**src/rtl/ex_wb_stage.sv**
```systemverilog
// ex_wb_stage
//
// EX/WB pipeline register with the architectural Z/N flag register and
// the branch-redirect register. Every output is registered, so there is
// exactly one cycle from the EX-stage inputs to the outputs and no
// combinational path from an input to an output.
//
// Ports
//   clk           clock; all state updates on the rising edge
//   rst           synchronous, active-high reset
//   stall         hold every register this cycle
//   flush         squash the instruction being captured (overrides stall)
//   in_valid      EX instruction is real (not a bubble)
//   alu_out       ALU result
//   alu_z, alu_n  ALU zero / negative flags of this instruction
//   mem_data      data-memory read data
//   rd            destination register index
//   reg_write     instruction writes the register file
//   mem_to_reg    writeback source: 1 = mem_data, 0 = alu_out
//   flag_we       instruction is a flag-updating ALU op
//   brz, brn, jmp branch-if-Z, branch-if-N, unconditional jump
//   br_target     branch/jump target address
//   wb_data       registered writeback data
//   wb_rd         registered destination index
//   wb_we         registered register-file write enable
//   flag_z/flag_n architectural flag register
//   branch_taken  one-cycle redirect pulse per taken branch
//   branch_pc     registered redirect address

module ex_wb_stage #(
    parameter int DATA_W = 32,
    parameter int RD_W   = 6
) (
    input  logic              clk,
    input  logic              rst,
    input  logic              stall,
    input  logic              flush,
    input  logic              in_valid,
    input  logic [DATA_W-1:0] alu_out,
    input  logic              alu_z,
    input  logic              alu_n,
    input  logic [DATA_W-1:0] mem_data,
    input  logic [RD_W-1:0]   rd,
    input  logic              reg_write,
    input  logic              mem_to_reg,
    input  logic              flag_we,
    input  logic              brz,
    input  logic              brn,
    input  logic              jmp,
    input  logic [DATA_W-1:0] br_target,
    output logic [DATA_W-1:0] wb_data,
    output logic [RD_W-1:0]   wb_rd,
    output logic              wb_we,
    output logic              flag_z,
    output logic              flag_n,
    output logic              branch_taken,
    output logic [DATA_W-1:0] branch_pc
);

    logic take;

    // The condition reads the flag register, i.e. the values from before
    // this edge, so an ALU op that also branches sees the previous flags.
    always_comb begin
        take = in_valid & (jmp | (brz & flag_z) | (brn & flag_n));
    end

    always_ff @(posedge clk) begin
        if (rst) begin
            wb_data      <= '0;
            wb_rd        <= '0;
            wb_we        <= 1'b0;
            flag_z       <= 1'b0;
            flag_n       <= 1'b0;
            branch_taken <= 1'b0;
            branch_pc    <= '0;
        end else if (flush) begin
            // Kill the side effects only; data, index, flags and pc hold.
            wb_we        <= 1'b0;
            branch_taken <= 1'b0;
        end else if (!stall) begin
            wb_data      <= mem_to_reg ? mem_data : alu_out;
            wb_rd        <= rd;
            wb_we        <= in_valid & reg_write;
            if (in_valid && flag_we) begin
                flag_z <= alu_z;
                flag_n <= alu_n;
            end
            branch_taken <= take;
            if (take) begin
                branch_pc <= br_target;
            end
        end
    end

endmodule

```
**config.mk**
```make
export PLATFORM = sky130hd
export DESIGN_NAME = ex_wb_stage
export DESIGN_NICKNAME = d
export VERILOG_FILES = /design/src/rtl/ex_wb_stage.sv
export SDC_FILE = /design/constraint.sdc
export NUM_CORES = 1
export LEC_CHECK = 0
export BUFFER_PORTS_ARGS = -buffer_cell sky130_fd_sc_hd__buf_4
export CORE_UTILIZATION = 44
export CTS_BUF_LIST = sky130_fd_sc_hd__clkbuf_4
export CTS_CLUSTER_DIAMETER = 120
export DETAILED_ROUTE_END_ITERATION = 6
export GPL_TIMING_DRIVEN = 0
export PLACE_DENSITY = 0.89
export SYNTH_ARGS = -nofsm -noshare
export SYNTH_HDL_FRONTEND = slang
export SYNTH_SLANG_ARGS = --single-unit
```
**constraint.sdc**
```tcl
create_clock -name clk -period 2.08 [get_ports clk]
set_clock_uncertainty 0.05 [all_clocks]
set_input_delay 0.416 -clock clk [delete_from_list [all_inputs] [get_ports clk]]
set_output_delay 0.416 -clock clk [all_outputs]
set_load 0.02 [all_outputs]
```
Word level (Yosys, flattened, before mapping)
Cells that the tools add are included.

Mux-type cells: 1. Bitwise gates (word level): 8. Reduce and logical (&&, ||, !) cells: 5.

Operator list (number): 32-bit 2-to-1 mux (1); 3-bit AND reduction (2); 1-bit AND (4); 1-bit NOT (2); 1-bit bitwise OR (2); 2-bit AND reduction (1); 2-bit OR reduction (1); 1-bit logical AND (1).

Register bits after elaboration: 74. Logic and storage cells: 21.

Longest topological paths before layout
Depth after elaboration: 5. Gate-level depth with buffers: 5.

Least setup slack after synthesis
No wires, ideal clock.

Path type: in2reg. Start point: input brz. End point: register branch_pc[10]. Library setup time: 0.118 ns. Data arrival time: 1.306 ns. Data required time: 1.912 ns. Slack: 0.606 ns. Stages: 5. Cell sequence: a221o_1 and3_4 buf_6 buf_12 mux2i_1.

Longest elaborated chain between the ends: 5.

RTL lines: start, declared (line 47) `input logic brz,`; 1-bit AND (line 65) `take = in_valid & (jmp | (brz & flag_z) | (brn & flag_n));`; 1-bit bitwise OR (2 in series) (line 65); 1-bit AND (line 65); 3-bit AND reduction (no source line); end signal, assigned (line 91) `branch_pc <= br_target;`; end, declared (line 57) `output logic [DATA_W-1:0] branch_pc`.

Every way passes these cells. A chain may end at the register's enable or synchronous reset.

Final worst setup path
Start point: register flag_n. End point: register branch_pc[27].

Longest elaborated chain between the ends: 4.

RTL lines: start, declared (line 55) `output logic flag_n,`; start signal, assigned (line 87) `flag_n <= alu_n;`; 1-bit AND (line 65); 1-bit bitwise OR (line 65); 1-bit AND (line 65); 3-bit AND reduction (no source line).

Every way passes these cells.

==> qor.yml <==
placed_design:
  dp_hpwl_um: 6800
  dpl.cell_count: 607
  port_buffers: 186
  globalplace.congestion: 0.773
setup_path:
  crit_path_end_kind: "register"
  crit-reg2reg-launch: "flag_n"
  cp_max_fo: 10
  crit_type: "reg2reg"
  required_ns: 2.34
  worstPathArrival_ns: 1.81
  start_kind: "register"
  crit_start: "flag_n"
detailed_routing:
  dr.pass1.iters: 4
  viasPerCell: 4.79
  drc: 0
  wl_um: 8480
  routedWlPerCell_um: 13.6
  wl_met1_um: 3240
  postRouteAntennaNets: 0
  wl_met2_um: 4310
  dr_wl_met3_um: 713
  routed.top_layer: "met4"
  vias: 2983
  drt_iter0_drc: 69
clock_tree:
  cts_tree: "built"
  cts-root-buf: "clkbuf_4"
  cts_resized: 0
  cts_hold_buf: 0
  cts_sinks: 74
  clkTransAtPathRegs_ns: 0.12
  clock_path_buffers: 2
  cts-htree-levels: 3
  cts_setup_buffers: 0
  cts-buffers-inserted: 9
  clock_latency_ns: 0.40
global_route:
  grt_pass1_wl_um: 13100
  grt_remaining_overflow: 0
  gr-usage-all-layers: 0.221
  grt_max_degree: 13
  antenna_found_initial: 0
  grt_pass1_vias: 2899
logic_synthesis:
  yosysWarnings: 0
  netlist_top_cells_area: "dfxtp_1 46%, mux2i_1 20%, nand2b_1 12%"
  synth_cell_types: 19
  syn_avg_cell_area_um2: 9.93
  yosysSeqAreaShare: 0.459
  async_flop_share: 0
  syn_area_mm2: 0.00323
  ys_ff_latch: 74
  syn_nets: 440
  synth_top_area_frac: 0.459
  synth_ff_type: "dfxtp_1"
  yosys.area.top_type: "dfxtp_1"
  syn_inst: 325
  synth_edf_count: 0
layout:
  area_growth_pct: 53.3
  finalNonFillerCells: 623
  num_antenna_cells: 0
  layout_commonest_cell: "buf_4"
  layout_common_cells: "186 x buf_4, 74 x dfxtp_1, 66 x mux2i_1, 64 x nand2b_1, 34 x nor2_1"
  nFillCells: 524
  nets: 637
  layout-drive-gt1-share: 0.402
floorplanning:
  die_w_um: 87.6
  core_mm2: 0.00694
  die_y_um: 87.6
  dieArea_mm2: 0.00768
  ioPinCount: 189
  initial_core_util: 0.465
  rows: 30
run:
  drv_cap: 0
pwr:
  cellInternalPower_w: 0.00254
  switchingPower_w: 0.000795
  switching_share: 0.238
  comb_power_share: 0.179
  ir_drop_mv: 0.375
  power_frac_seq: 0.454
  powerDensity_mw_per_mm2: 675
  clockPowerShare: 0.368
  p_leak_nw: 2.23
sta:
  hold_violations: 0
  tightest_slew_ns: 0.449
  finalSetupViolations: 0
  period_share: 0.746
  fmax_mhz: 644
  fin_crit_ns: 1.55
  slew_viol_final: 0
  relSlewSlack: 0.701
  rsz0062_at_grt: "no"
  tns_ns: 0
outcome:
  status: "complete, no violations"
worst_hold_path:
  hp-class: "in2reg"
  min_from: "flush"
[power groups by stage]
stage | clock network [W] | logic, W | registers (W)
after global placement | 0 | 0.000588 | 0.00154
after floorplan | 0 | 0.000213 | 0.00162
after detailed placement | 0 | 0.000600 | 0.00155
final | 0.00123 | 0.000597 | 0.00151
after global routing | 0.00131 | 0.000643 | 0.00152
after CTS | 0.00125 | 0.000601 | 0.00152
[worst max-delay path, stage by stage, from the launching register on]
cell and delay, ns:
dfxtp_1 0.35, a221o_1 0.38, and3_4 0.21, buf_6 0.14
buf_12 0.15, mux2i_1 0.19
[synthesized netlist by cell type (2+ instances only)]
library cell,instances
clkbuf_1,18
a21oi_1,6
nand2_1,12
buf_2,5
dfxtp_1,74
mux2i_1,66
a211oi_1,32
a22oi_1,2
nand2b_1,64
nor2_1,34
nor3_1,2
buf_12,3
[state kept, by name (all words and copies together), names as in the netlist]
register	count
wb_we	1
wb_rd	6
branch_pc	32
flag_n	1
flag_z	1
wb_data	32
branch_taken	1
[cell families after synthesis]
family / share of synthesized area
DFF: 0.459
and+or+nand+nor: 0.194
AOI/OAI and AO/OA: 0.0915
buffers and inverters: 0.0508
muxes: 0.205
[layer usage]
metal,vias up,GRT usage
met5,-,0
met1,1318,0.233
met4,0,0.106
met3,16,0.0697
li1,1510,-
met2,139,0.399
[stage by stage]
stage                     total power (W)  area [um2]  setup slack (ns)  hold WS (ns)  utilization
after CTS                         0.00336        4950             0.537         0.137        0.712
after detailed placement          0.00215        4740             0.363         0.403        0.683
after floorplan                   0.00183        3230             0.606         0.445            -
after global placement            0.00213        4740             0.401         0.395        0.683
after global routing              0.00347        4950             0.497         0.133        0.712
final                             0.00334        4950             0.528         0.162        0.712
[area by class of cell]
class	instances	area, um2	area share
buffer	27	164	0.0331
clock buffer	10	75.1	0.0152
clock inverter	6	129	0.0260
multi-input combinational	224	1580	0.320
sequential	74	1480	0.299
tap	96	120	0.0243
timing repair buffer	186	1400	0.282
[path summary, 6_finish.rpt]
check | cells after the start | slack, ns | end
max | 5 | 0.53 | branch_pc[27]
min | 2 | 0.16 | branch_taken
min reg2reg | 2 | 0.42 | wb_rd[0]
max reg2reg | 5 | 0.53 | branch_pc[27]
Note: power is estimated with default switching activity, not from simulation.
